<file path="config.mk">
export PLATFORM = sky130hd
export DESIGN_NAME = lc_stream_source
export DESIGN_NICKNAME = d
export VERILOG_FILES = /design/src/rtl/lc_stream_source.sv
export SDC_FILE = /design/constraint.sdc
export NUM_CORES = 1
export LEC_CHECK = 0
export BUFFER_PORTS_ARGS = -buffer_cell sky130_fd_sc_hd__buf_2
export CAP_MARGIN = 0
export CELL_PAD_IN_SITES_DETAIL_PLACEMENT = 1
export CELL_PAD_IN_SITES_GLOBAL_PLACEMENT = 1
export CORE_MARGIN = 3
export CORE_UTILIZATION = 30
export CTS_BUF_LIST = sky130_fd_sc_hd__clkbuf_4 sky130_fd_sc_hd__clkbuf_8 sky130_fd_sc_hd__clkbuf_16
export CTS_CLUSTER_DIAMETER = 50
export DETAILED_ROUTE_END_ITERATION = 8
export PLACE_DENSITY = 0.55
export SETUP_SLACK_MARGIN = 0.02
export SLEW_MARGIN = 40
export SYNTH_ARGS = -nofsm -noshare
export SYNTH_HDL_FRONTEND = slang
export SYNTH_SLANG_ARGS = --single-unit
</file>
<file path="constraint.sdc">
create_clock -name clk -period 11.3 [get_ports clk]
set_input_delay 0.565 -clock clk [delete_from_list [all_inputs] [get_ports clk]]
set_output_delay 0.565 -clock clk [all_outputs]
set_load 0.05 [all_outputs]
</file>
<file path="src/rtl/lc_stream_source.sv">
// rtl/lc_stream_source.sv - FIFO-backed AXI-stream packet source (optional STREAM_SRC_STATS_EN adds beats_sent)
module lc_stream_source #(
    parameter int DATA_SIZE = 32,
    parameter int DEPTH     = 16,
    parameter int LEN_SIZE  = 8
) (
    input  logic                       clk,
    input  logic                       rst,
    input  logic [DATA_SIZE-1:0]       wr_data,
    input  logic                       wr_en,
    output logic                       wr_full,
    output logic [$clog2(DEPTH):0]     fifo_count,
    input  logic                       start,
    input  logic [LEN_SIZE-1:0]        start_len,
    output logic                       busy,
    output logic                       done,
    output logic [DATA_SIZE-1:0]       out_tdata,
    output logic                       out_tvalid,
    output logic                       out_tlast,
    input  logic                       out_tready
`ifdef STREAM_SRC_STATS_EN
    ,
    output logic [31:0]                beats_sent
`endif
);

    localparam int AW = $clog2(DEPTH);

    typedef enum logic [1:0] {IDLE, SEND, DONE} state_t;

    state_t                state;
    state_t                state_next;
    logic [LEN_SIZE-1:0]   rem;
    logic [LEN_SIZE-1:0]   rem_next;
    logic [DATA_SIZE-1:0]  mem [DEPTH];
    logic [AW-1:0]         wr_ptr;
    logic [AW-1:0]         rd_ptr;
    logic [AW:0]           count;
    logic                  wr_accept;
    logic                  pop;

    assign wr_full    = (count == (AW+1)'(DEPTH));
    assign wr_accept  = wr_en && !wr_full;
    assign fifo_count = count;
    assign busy       = (state != IDLE);
    // Gate the head with occupancy so the port reads 0, never X, from an unwritten array.
    assign out_tdata  = (count != '0) ? mem[rd_ptr] : '0;

    always_ff @(posedge clk) begin
        if (wr_accept) begin
            mem[wr_ptr] <= wr_data;
        end
    end

    always_ff @(posedge clk) begin
        if (rst) begin
            wr_ptr <= '0;
            rd_ptr <= '0;
            count  <= '0;
        end else begin
            if (wr_accept) begin
                wr_ptr <= wr_ptr + 1'b1;
            end
            if (pop) begin
                rd_ptr <= rd_ptr + 1'b1;
            end
            count <= count + (AW+1)'(wr_accept) - (AW+1)'(pop);
        end
    end

    always_ff @(posedge clk) begin
        if (rst) begin
            state <= IDLE;
            rem   <= '0;
        end else begin
            state <= state_next;
            rem   <= rem_next;
        end
    end

    always_comb begin
        state_next = state;
        rem_next   = rem;
        out_tvalid = 1'b0;
        out_tlast  = 1'b0;
        pop        = 1'b0;
        done       = 1'b0;
        case (state)
            IDLE: begin
                if (start) begin
                    if (start_len != '0) begin
                        rem_next   = start_len;
                        state_next = SEND;
                    end else begin
                        state_next = DONE;
                    end
                end
            end
            SEND: begin
                // Only a handshake pops, so valid/data/last stay put while stalled.
                out_tvalid = (count != '0);
                out_tlast  = out_tvalid && (rem == LEN_SIZE'(1));
                if (out_tvalid && out_tready) begin
                    pop      = 1'b1;
                    rem_next = rem - 1'b1;
                    if (rem == LEN_SIZE'(1)) begin
                        state_next = DONE;
                    end
                end
            end
            DONE: begin
                done       = 1'b1;
                state_next = IDLE;
            end
            default: begin
                state_next = IDLE;
            end
        endcase
    end

`ifdef STREAM_SRC_STATS_EN
    always_ff @(posedge clk) begin
        if (rst) begin
            beats_sent <= '0;
        end else if (pop) begin
            beats_sent <= beats_sent + 32'd1;
        end
    end
`endif

endmodule

</file>
## Word level (Yosys, flattened, before mapping)

Memories as Yosys holds them, arrays and structs flattened. A register that Yosys moved wholly into a read port is not among the register bits.
Index checks and enable logic that the tools add are counted.
Widths: inputs -> output; s select.

- Register bits: 23
- RAM bits: 512
- Input bits: 45
- Word-level logic and storage cells: 49
- Memories kept: 1

- Add/sub/neg operators: 5
- Eq/ne operators: 8
- Muxes and demuxes: 19
- Reduce and logical (&&, ||, !) cells: 11

Memory list:

| memory | depth | width | read ports | clocked after memory_dff | write ports | line | RTL |
|---|---|---|---|---|---|---|---|
| mem | 16 | 32 | 1 | 1 | 1 | 35 | `logic [DATA_SIZE-1:0] mem [DEPTH];` |

Operator list:

| operator | count |
|---|---|
| $mux 32 | 1 |
| $mux 8 | 3 |
| $pmux 8 s2 | 1 |
| $add 4x1->4 const B | 2 |
| $eq 8x1->1 const B | 1 |
| $mux 2 | 4 |
| $mux 4 | 2 |
| $ne 2x2->1 const B | 4 |
| $reduce_bool 8->1 | 1 |
| $sub 8x1->8 const B | 1 |
| $mux 1 | 7 |
| $add 5x1->5 | 1 |
| $eq 5x5->1 const B | 1 |
| $reduce_bool 5->1 | 1 |
| $sub 5x1->5 | 1 |
| $pmux 2 s2 | 1 |
| $reduce_and 4->1 | 1 |
| $reduce_bool 2->1 | 2 |
| $logic_and 1x1->1 | 3 |
| $reduce_and 3->1 | 1 |
| $eq 2x1->1 const B | 1 |
| $eq 2x2->1 const B | 1 |
| $logic_not 2->1 | 1 |
| $logic_not 1->1 | 1 |

## Depth between registers and ports, before layout

Gate-level depths: netlist of the first run.

- Depth in word-level cells: 6
- Depth in mapped cells: 15
- Mapped depth without buffers: 14

## Least setup slack after synthesis of the first run

Ideal clock, no wire load.

- Path kind: reg2reg
- Start point: reg count[2], in the netlist fifo_count[2]
- End point: mem mem[0][0], enable pin
- Library setup time: 0.461 ns
- Arrival time: 3.809 ns
- Data required time: 10.839 ns
- Slack: 7.030 ns
- Cell stages (with the launch flop): 8
- Buffers on the path: 1
- Clock period less this slack: 4.270 ns
- Cells stage by stage: dfxtp_1 inv_1 ha_1 nand4bb_1 and2_1 clkbuf_1 nand2_1 nor3_1

- Word-level cells in the longest chain between the ends: 5

RTL lines:

| item | line | RTL |
|---|---|---|
| from (decl) | 38 | `logic [AW:0] count;` |
| from (signal assigned) | 67 | `count <= count + (AW+1)'(wr_accept) - (AW+1)'(pop);` |
| $eq 5x5->1 | 42 | `assign wr_full = (count == (AW+1)'(DEPTH));` |
| $logic_not 1->1 | 43 | `assign wr_accept = wr_en && !wr_full;` |
| $logic_and 1x1->1 | 43 |  |
| $mux 1 | 50 | `if (wr_accept) begin` |
| $mux 1 (not written as such) | 51 | `mem[wr_ptr] <= wr_data;` |
| to (decl) | 35 |  |

No other way between the ends.

==> results of run 1 <==
## synthesized netlist by cell type (2+ instances only)
| cell | number | share of area |
|---|---|---|
| edfxtp_1 | 512 | 0.74 |
| mux4_2 | 128 | 0.14 |
| mux2i_1 | 65 | 0.031 |
| o22ai_1 | 36 | 0.011 |
| dfxtp_1 | 27 | 0.026 |
| buf_2 | 25 | 0.0060 |
| nor2_1 | 24 | 0.0043 |
| nand2_1 | 20 | 0.0036 |
| clkbuf_1 | 17 | 0.0031 |
| inv_1 | 17 | 0.0031 |
| a21oi_1 | 15 | 0.0036 |
| ha_1 | 13 | 0.0078 |
| nand3_1 | 8 | 0.0019 |
| nor3_1 | 8 | 0.0019 |
| nor2b_1 | 6 | 0.0018 |
| buf_1 | 5 | 0.00090 |
| xor2_1 | 5 | 0.0021 |
| a32o_1 | 4 | 0.0019 |
| nand2b_1 | 4 | 0.0012 |
| nor4_1 | 4 | 0.0012 |
| and3_1 | 3 | 0.00090 |
| xnor2_1 | 3 | 0.0013 |
| and2_1 | 2 | 0.00060 |
| buf_4 | 2 | 0.00072 |
| nand4_1 | 2 | 0.00060 |
| nor3b_1 | 2 | 0.00072 |
| o21ai_1 | 2 | 0.00048 |
## worst max path at each step
stage	start	endpoint	slack (ns)
after floorplan	fifo_count[2]	mem[0][0]	7.03
after global placement	register	out_tdata[28]	7.26
after detailed placement	register	out_tdata[28]	7.26
after CTS	register	out_tdata[28]	6.56
after global routing	register	out_tdata[0]	6.74
final	register	out_tdata[0]	6.96
## layer usage
layer / vias to the layer above / track usage / part of all wire
met4: 12 / 0.0261 / 0.014
met1: 5453 / 0.181 / 0.44
li1: 4360 / - / -
met3: 69 / 0.0303 / 0.048
met5: - / 0 / 0.0017
met2: 189 / 0.223 / 0.49
## power by group
group	switching, mW	total [mW]	internal [mW]
clock network	0.779	1.90	1.12
logic	0.658	0.953	0.295
registers	0.0350	2.30	2.26
total	1.47	5.16	3.68
## flip-flops by register name (all words and copies together), names as in the netlist, named ones only
signal / flops
rem: 8
wr_ptr: 4
mem: 512
fifo_count: 5
rd_ptr: 4
state: 2
## layout by cell type, fill, tap and decap left out, types with 17 or more instances in the layout
cell type,Yosys,layout
mux2i_1,65,65
buf_4,2,23
inv_1,17,17
edfxtp_1,512,512
buf_2,25,86
clkbuf_4,1,20
mux4_2,128,128
nand2_1,20,19
o22ai_1,36,36
dfxtp_1,27,24
clkbuf_16,0,60
## layout make-up
cell class	instances	area [µm²]
well taps	931	1160
fillers	6727	44200
flip-flops and latches	539	15900
inverters	19	73.8
diodes	2	5.00
clock inverters	31	307
multi-input cells	373	4810
repair buffers	115	688
clock buffers	80	1650
## worst max-delay path, cell delays in order, from the launching register on
cell and delay (ns):
dfxtp_4 0.62, buf_4 0.66, buf_6 0.57, mux4_2 0.32, mux2i_1 0.08, o22ai_1 0.43, buf_2 0.36
## logic make-up (layout without fill, tap and decap cells)
logic type,count (synthesis),after routing,synth area share
buffers and inverters,69,245,0.0145
other,0,2,0
AOI/OAI and AO/OA,67,67,0.0209
DFF,539,539,0.761
muxes,193,193,0.169
and+or+nand+nor,91,91,0.0227
adders and majority gates,14,14,0.00873
xor gates and xnor gates,8,8,0.00335
## through the flow
stage                     hold slack [ns]  setup slack (ns)
after global routing                0.283              6.74
after detailed placement            0.450              7.26
after CTS                           0.259              6.56
after floorplan                     0.428              7.03
final                               0.302              6.96
after global placement              0.442              7.26
==> run_results.csv, run 1 <==
group,metric,value,unit
sta,drv_slew,0,
pwr,powerDensity,209,mW/mm²
floorplan,std_cell_rows,96,
sta,finalHoldViolCount,0,
logic_synthesis,synth-main-ff-cell,"edfxtp_1",
finish,drive_gt1_frac,0.322,
worst_setup_path,worstPathRequired,10.74,ns
logic_synthesis,synth.ff_latch_count,539,
run_status,status,"finished, final reports clean",
sta,finClkSkew,0.0252,ns
sta,min_period,4.34,ns
place,port_buffers,86,
detailed_routing,vias,10100,
cts,cts_sinks,539,
floorplan,fp.dieH,270,µm
logic_synthesis,syn_nets,1040,
pwr,ir_worst_vdd,0.000144,V
logic_synthesis,yosysSeqAreaShare,0.761,
logic_synthesis,netlist_area,0.0209,mm²
logic_synthesis,syn_inst,981,
detailed_routing,drtIter0Drc,706,
floorplan,die_w,270,µm
logic_synthesis,async_flop_share,0,
detailed_routing,drc,0,
cts,cts_resized,0,
worst_setup_path,arrival,3.78,ns
logic_synthesis,synthDistinctLibCells,49,
sta,worstMarginPinSlew,0.829,ns
detailed_routing,firstDrtPassIters,4,
cts,cts-htree-levels,2,
worst_setup_path,cp-end-kind,"primary output",
cts,numCtsBuffers,60,
global_route,gr-total-overflow,0,
cts,ctsHoldBuffers,0,
sta,slew-limit-headroom,0.442,
min_path,holdPathEnd,"state[0]",
cts,post_cts_buffers,0,
cts,clk_pin_slew,0.05,ns
min_path,hold_class,"in2reg",
finish,nets,1167,
worst_setup_path,rr_worst_depth,14,
floorplan,coreArea,0.0688,mm²
worst_setup_path,r2r_end,"fifo_count[4]",
place,dp_cells,1975,
min_path,min_path_cells,3,
cts,cts_tree,"yes",
min_path,min-delay-start,"start",
global_route,grt_pass1_wl,72900,µm
global_route,grt_pass1_vias,11000,
floorplan,pin_count,87,
detailed_routing,via_per_inst,4.82,
logic_synthesis,syn_area_per_cell,21.3,µm²
logic_synthesis,synth_edf_count,512,
cts,root_buffer,"clkbuf_16",
global_route,grt_use_total,0.134,
detailed_routing,wl_per_cell,23.4,µm
cts,clock_path_buffers,3,
place,place_area,0.0226,mm²
global_route,grt_max_degree,56,
sta,grt_setup_unrepaired,"false",
flow_run,cap_violations,0,
finish,final-instance-count-excl-fill,2090,
sta,setup_tns,0,ns
worst_setup_path,r2r_setup_slack,8.13,ns
finish,synthToLayoutAreaGrowth,17.8,%
worst_setup_path,cp-start-kind,"register",
finish,stdcell_area,0.0246,mm²
detailed_routing,wirelength,48900,µm
floorplan,dieArea,0.0729,mm²
place,dp_hpwl,25700,µm
sta,timing.final.crit_share,0.384,
cts,clock_latency,0.63,ns
worst_setup_path,r2r_start,"fifo_count[2]",
pwr,p_leak,7.60,nW
sta,fmax,230,MHz
place,place.gp.congestion,0.714,
detailed_routing,postRouteAntennaNets,0,
logic_synthesis,ys_warn_count,0,
pwr,total_power,5.16,mW
floorplan,start_util,0.304,
global_route,antenna_found_initial,10,
worst_setup_path,worstPathMaxFanout,55,
sta,setup_violations,0,
finish,post-route-util,0.358,
worst_setup_path,path_class,"reg2out",
Note: power is estimated with default switching activity, not from simulation.
==> inputs of run 2 (changes only) <==
--- a/config.mk
+++ b/config.mk
@@ -5,6 +5,7 @@
 export SDC_FILE = /design/constraint.sdc
 export NUM_CORES = 1
 export LEC_CHECK = 0
+export ABC_AREA = 1
 export BUFFER_PORTS_ARGS = -buffer_cell sky130_fd_sc_hd__buf_2
 export CAP_MARGIN = 0
 export CELL_PAD_IN_SITES_DETAIL_PLACEMENT = 1
@@ -14,7 +15,7 @@
 export CTS_BUF_LIST = sky130_fd_sc_hd__clkbuf_4 sky130_fd_sc_hd__clkbuf_8 sky130_fd_sc_hd__clkbuf_16
 export CTS_CLUSTER_DIAMETER = 50
 export DETAILED_ROUTE_END_ITERATION = 8
-export PLACE_DENSITY = 0.55
+export PLACE_DENSITY = 0.58
 export SETUP_SLACK_MARGIN = 0.02
 export SLEW_MARGIN = 40
 export SYNTH_ARGS = -nofsm -noshare
==> constraint.sdc (replaced) <==
create_clock -name clk -period 4.15 [get_ports clk]
set_input_delay 0.2075 -clock clk [delete_from_list [all_inputs] [get_ports clk]]
set_output_delay 0.2075 -clock clk [all_outputs]
set_load 0.05 [all_outputs]
==> run 2 against run 1 <==
- sequential cell count did not move
- worst hold slack got worse by 0.26 ns
- cell count rose by 47%
- die area rose by 6.0%
- synthesized cell count rose by 98%
- core utilization fell by 0.15 points
- non-clock buffer count rose by 58
- sequential share of layout area fell by 3.6 points
- global-route usage rose by 3.0 points
- critical path depth rose by 2
- clock power rose to 2.8 times the previous value
- critical endpoint is now out_tdata[2]
==> run_results.csv, run 2 <==
group,metric,value,unit
cts,cts-htree-levels,2,
logic_synthesis,synth_top_family_by_area,"simple AND/OR/NAND/NOR gates",
logic_synthesis,netlist_area,0.0222,mm²
cts,cts_tree,"yes",
sta,drv_slew,0,
worst_setup_path,path_class,"reg2out",
finish,largest-register,"mem",
worst_setup_path,crit_slowest_cell,"dfxtp_4",
worst_setup_path,r2r_setup_slack,1.26,ns
worst_setup_path,cp-end-kind,"primary output",
logic_synthesis,synth_xor_area_frac,0.00158,
logic_synthesis,synthTopCellsByArea,"edfxtp_1 69%, nand2_1 12%, nand3_1 9.0%",
worst_setup_path,cp-start-kind,"register",
detailed_routing,wl_per_cell,20.9,µm
global_route,grt_pass1_wl,97800,µm
logic_synthesis,yosysTopAreaCell,"edfxtp_1",
detailed_routing,vias,14900,
logic_synthesis,syn_area_per_cell,11.5,µm²
cts,clock_latency,0.62,ns
finish,layout_commonest_cell,"nand2_1",
floorplan,pin_count,87,
logic_synthesis,syn_inst,1939,
detailed_routing,wirelength,64100,µm
worst_setup_path,crit_top_cell,"nand2_1",
worst_setup_path,arrival,3.22,ns
flow_run,cap_violations,0,
detailed_routing,via_per_inst,4.86,
worst_setup_path,worstPathRequired,3.94,ns
logic_synthesis,synth-main-ff-cell,"edfxtp_1",
global_route,grt_pass1_vias,16000,
finish,drive_gt1_frac,0.124,
sta,setup_tns,0,ns
sta,worstMarginPinSlew,0.873,ns
sta,grt_setup_unrepaired,"false",
pwr,powerDensity,558,mW/mm²
detailed_routing,drc,0,
logic_synthesis,synth_edf_count,512,
logic_synthesis,synthAdderAreaFrac,0.00823,
floorplan,start_util,0.303,
logic_synthesis,synth_compound_area_frac,0.0132,
pwr,ir_worst_vdd,0.000323,V
logic_synthesis,synth.ff_latch_count,539,
logic_synthesis,synth_top_area_frac,0.692,
cts,clock_path_buffers,3,
run_status,status,"finished, final reports clean",
finish,synthToLayoutAreaGrowth,17.5,%
worst_setup_path,max_stage_delay,0.62,ns
floorplan,die_w,278,µm
sta,timing.final.crit_share,0.827,
sta,finClkSkew,0.0243,ns
logic_synthesis,synth_most_common_cell,"nand2_1",
cts,cts_sinks,539,
floorplan,fp.dieH,278,µm
worst_setup_path,path_cells,"buf_12 > nand2_1 > nand3_1 > nand3_1 > nand2_1 > nand2_1 > a21oi_1 > buf_2",
place,dp_hpwl,35300,µm
logic_synthesis,synth_commonest_cells,"706 x nand2_1, 512 x edfxtp_1, 400 x nand3_1",
logic_synthesis,yosysSeqAreaShare,0.717,
global_route,antenna_found_initial,4,
place,port_buffers,86,
sta,finalHoldViolCount,0,
place,place.gp.congestion,0.729,
cts,numCtsBuffers,61,
min_path,hold_class,"in2reg",
sta,whs,0.0434,ns
global_route,gr-total-overflow,0,
logic_synthesis,synthMuxAreaShare,0,
sta,fmax,291,MHz
logic_synthesis,synthDistinctLibCells,27,
sta,slew-limit-headroom,0.416,
global_route,grt_max_degree,129,
worst_setup_path,cp_top_family,"buffers and inverters",
detailed_routing,firstDrtPassIters,4,
floorplan,coreArea,0.0732,mm²
logic_synthesis,syn_nets,1998,
floorplan,std_cell_rows,99,
worst_setup_path,worstPathMaxFanout,109,
pwr,p_leak,9.54,nW
logic_synthesis,synth-simple-area-share,0.221,
detailed_routing,drtIter0Drc,992,
global_route,grt_use_total,0.164,
detailed_routing,postRouteAntennaNets,0,
worst_setup_path,cp.buffers_inverters,2,
cts,clk_pin_slew,0.06,ns
finish,layout_common_cells,"706 x nand2_1, 512 x edfxtp_1, 400 x nand3_1",
finish,nets,2123,
logic_synthesis,ys_warn_count,0,
sta,min_period,3.43,ns
finish,largest_register_ffs,512,
logic_synthesis,async_flop_share,0,
cts,root_buffer,"clkbuf_16",
floorplan,dieArea,0.0773,mm²
sta,setup_violations,0,
-- run 2: changes by cell type in the layout (fill, tap and decap cells not counted), moves of 18 or more --
cell / delta
mux4_2: -128
mux2i_1: -65
dlygate4sd3_1: +40
nor2_1: +29
o22ai_1: -36
nand2_1: +687
buf_4: +18
a21oi_1: +25
nand3_1: +392
inv_1: +23
-- run 2: what timing repair did --
action | in CTS | in global routing
setup endpoints to repair | 0 | 0
resized for setup | 0 | 0
setup buffers | 0 | 0
hold buffers | 40 | 0
endpoints found under the hold margin | 527 | 0
-- run 2: power by group --
| part | internal [mW] | switching [mW] | total, mW |
|---|---|---|---|
| sequential | 6.16 | 0.100 | 6.26 |
| combinational | 0.684 | 2.29 | 2.98 |
| clock | 3.13 | 2.19 | 5.33 |
| total | 9.98 | 4.59 | 14.6 |
-- run 2: logic make-up after synthesis --
kind of cell               after synthesis
and+or+nand+nor                       1169
adders and majority gates               14
buffers and inverters                  156
DFF                                    539
AOI/OAI and AO/OA                       57
xor gates and xnor gates                 4
-- run 2: path summary, 6_finish.rpt --
check                           cells after the start      from            end
worst min-delay path                                3     wr_en      wr_ptr[1]
worst min register to register                      2    rem[1]         rem[1]
worst max-delay path                                8  register   out_tdata[2]
worst max register to register                     14  state[0]  fifo_count[4]
-- run 2: cell type report --
cell class                 instances  area (µm²)
timing repair buffer             173        1250
antenna                            3        7.51
fill                            7883       47100
multi-input combinational       1244        5530
tap                              959        1200
clock buffer                      80        1690
inverter                          45         179
clock inverter                    29         300
sequential                       539       15900
-- run 2: worst reg2reg max path, stage by stage (launching register included) --
cell and delay (ns):
dfxtp_1 0.35, inv_1 0.07, nor2_2 0.40, nand2_1 0.14
inv_1 0.09, nand2_1 0.14, inv_1 0.15, ha_1 0.24
inv_1 0.06, ha_1 0.15, inv_1 0.06, fa_1 0.44
o31ai_1 0.29, o21ai_0 0.11, a21oi_1 0.14
-- run 2: stage by stage --
stage	cells	total power [mW]	worst slack (ns)	area, µm²	utilization
2_1_floorplan	1939	8.48	0.918	22200	-
3_3_place_gp	2919	9.33	1.22	23700	0.323
3_5_place_dp	2920	9.39	1.21	23700	0.324
4_1_cts	3069	14.8	0.654	26100	0.356
5_1_grt	3070	15.2	0.512	26100	0.356
6_report	3072	14.6	0.719	26100	0.356
-- run 2: per-layer routing --
| layer | global-route usage | share of wire |
|---|---|---|
| met3 | 0.0239 | 0.034 |
| met1 | 0.212 | 0.45 |
| met4 | 0.0421 | 0.020 |
| met2 | 0.290 | 0.50 |
| met5 | 0 | 0.00017 |
==> inputs of run 3 (changes only) <==
==> constraint.sdc (replaced) <==
create_clock -name clk -period 3.2 [get_ports clk]
set_input_delay 0.16 -clock clk [delete_from_list [all_inputs] [get_ports clk]]
set_output_delay 0.16 -clock clk [all_outputs]
set_load 0.05 [all_outputs]
==> run 3 against run 2 <==
- count of clock-buffer cells in the layout rose by 3
- critical path depth increased by 1
- clock skew decreased by 0.00091 ns
- cell count increased by 0.62%
- wire length rose by 0.84%
- sequential share of layout area is 1.1 points lower
- clock power grew 39%
- core utilization grew 0.64 points
- non-clock buffer count grew 11
- global-route usage is 0.29 points higher
- critical path type unchanged
- largest power group unchanged
==> run_results.csv, run 3 (synthesized netlist as in run 2, its figures left out) <==
group,metric,value,unit
run_status,status,"finished, final reports clean",
worst_setup_path,cp-start-kind,"register",
finish,largest_register_ffs,512,
place,port_buffers,86,
finish,largest-register,"mem",
global_route,grt_max_degree,129,
detailed_routing,firstDrtPassIters,5,
cts,numCtsBuffers,67,
worst_setup_path,cp-end-kind,"primary output",
worst_setup_path,arrival,2.84,ns
global_route,antenna_found_initial,1,
place,place_ws,0.387,ns
detailed_routing,wl_per_cell,20.9,µm
worst_setup_path,crit_top_cell,"nand2_1",
sta,timing.final.crit_share,0.936,
finish,layout_common_cells,"706 x nand2_1, 512 x edfxtp_1, 400 x nand3_1",
worst_setup_path,path_class,"reg2out",
pwr,intPower,13.4,mW
finish,drive_gt1_frac,0.131,
detailed_routing,via_per_inst,4.85,
place,dp_cells,2927,
sta,grt_setup_unrepaired,"false",
pwr,power.switching,6.12,mW
finish,n_antenna_cell,0,
detailed_routing,drc,0,
global_route,grt_pass1_wl,98200,µm
cts,clock_latency,0.60,ns
finish,layout_commonest_cell,"nand2_1",
finish,nets,2140,
worst_setup_path,worstPathRequired,3.04,ns
floorplan,pin_count,87,
place,place.gp.congestion,0.760,
worst_setup_path,cp.buffers_inverters,3,
sta,whs,0.0451,ns
sta,setup_tns,0,ns
floorplan,dieArea,0.0773,mm²
cts,cts_tree,"yes",
place,dp_hpwl,34600,µm
sta,min_period,3.00,ns
sta,worst_slack,0.204,ns
sta,finClkSkew,0.0234,ns
flow_run,cap_violations,0,
sta,worstMarginPinSlew,0.806,ns
floorplan,coreArea,0.0732,mm²
pwr,comb_power_share,0.204,
pwr,ir_worst_vdd,0.000358,V
pwr,powerDensity,735,mW/mm²
pwr,p_leak,9.74,nW
sta,slew-limit-headroom,0.462,
sta,setup_violations,0,
detailed_routing,vias,15000,
detailed_routing,wirelength,64700,µm
worst_setup_path,path_cells,"inv_8 > buf_12 > nand2_1 > nand3_1 > nand3_1 > nand2_1 > nand2_1 > a21oi_1 > buf_2",
finish,synthToLayoutAreaGrowth,19.6,%
cts,cts_sinks,539,
floorplan,start_util,0.303,
floorplan,die_w,278,µm
sta,drv_slew,0,
global_route,grt_pass1_vias,15800,
finish,post-route-util,0.363,
cts,root_buffer,"clkbuf_16",
pwr,clkPwrFrac,0.380,
worst_setup_path,cp_top_family,"buffers and inverters",
cts,clock_path_buffers,3,
detailed_routing,postRouteAntennaNets,0,
worst_setup_path,crit_slowest_cell,"dfxtp_4",
global_route,grt_use_total,0.167,
sta,finalHoldViolCount,0,
cts,clk_pin_slew,0.06,ns
worst_setup_path,max_stage_delay,0.50,ns
cts,cts-htree-levels,3,
pwr,swShare,0.313,
floorplan,fp.dieH,278,µm
detailed_routing,drtIter0Drc,888,
min_path,hold_class,"in2reg",
global_route,gr-total-overflow,0,
sta,fmax,334,MHz
floorplan,std_cell_rows,99,
finish,nFillCells,7896,
finish,final-instance-count-excl-fill,3091,
pwr,p_seq_frac,0.416,
worst_setup_path,worstPathMaxFanout,66,
run 3: worst min-delay path, cell delays in order:
cell     delay, ns
buf_2         0.12
nand2_1       0.09
a21oi_2       0.06
nand2_1       0.10
nor3_1        0.05
run 3: final timing paths:
path,cells past startpoint,slack [ns],from,to
max,9,0.20,register,out_tdata[19]
min,5,0.05,out_tready,state[1]
max reg2reg,15,0.36,fifo_count[2],fifo_count[4]
min reg2reg,2,0.48,rem[1],rem[1]
run 3: area by class of cell:
type / count / area, µm² / area share
inverter: 45 / 181 / 0.00683
tap: 959 / 1200 / 0.0452
clock inverter: 37 / 344 / 0.0130
timing repair buffer: 184 / 1540 / 0.0579
sequential: 539 / 15900 / 0.600
clock buffer: 83 / 1840 / 0.0692
multi-input combinational: 1244 / 5530 / 0.208
run 3: power groups by stage:
stage	Combinational [mW]	Clock (mW)	Sequential [mW]
after CTS	4.09	7.59	8.14
after global placement	3.91	0	8.28
after global routing	4.39	7.89	8.16
final	3.98	7.42	8.13
after floorplan	2.67	0	8.32
after detailed placement	3.98	0	8.30
run 3: through the flow:
step | area, µm² | total power, mW
after floorplan | 22200 | 11.0
after global placement | 23900 | 12.2
after detailed placement | 23900 | 12.3
after CTS | 26600 | 19.8
after global routing | 26600 | 20.4
final | 26600 | 19.5
run 3: what timing repair did:
item / 4_1_cts / 5_1_grt
setup buffers: 1 / 0
resized for setup: 1 / 1
hold buffers: 43 / 0
endpoints found under the setup margin: 6 / 1
endpoints found under the hold margin: 532 / 0
run 3: layer usage:
metal / vias to the layer above / routed length (µm) / global-route usage
met5: - / 0 / 0
met1: 7627 / 29300 / 0.222
met2: 261 / 31700 / 0.285
met4: 0 / 1270 / 0.0490
li1: 7022 / - / -
met3: 84 / 2410 / 0.0251
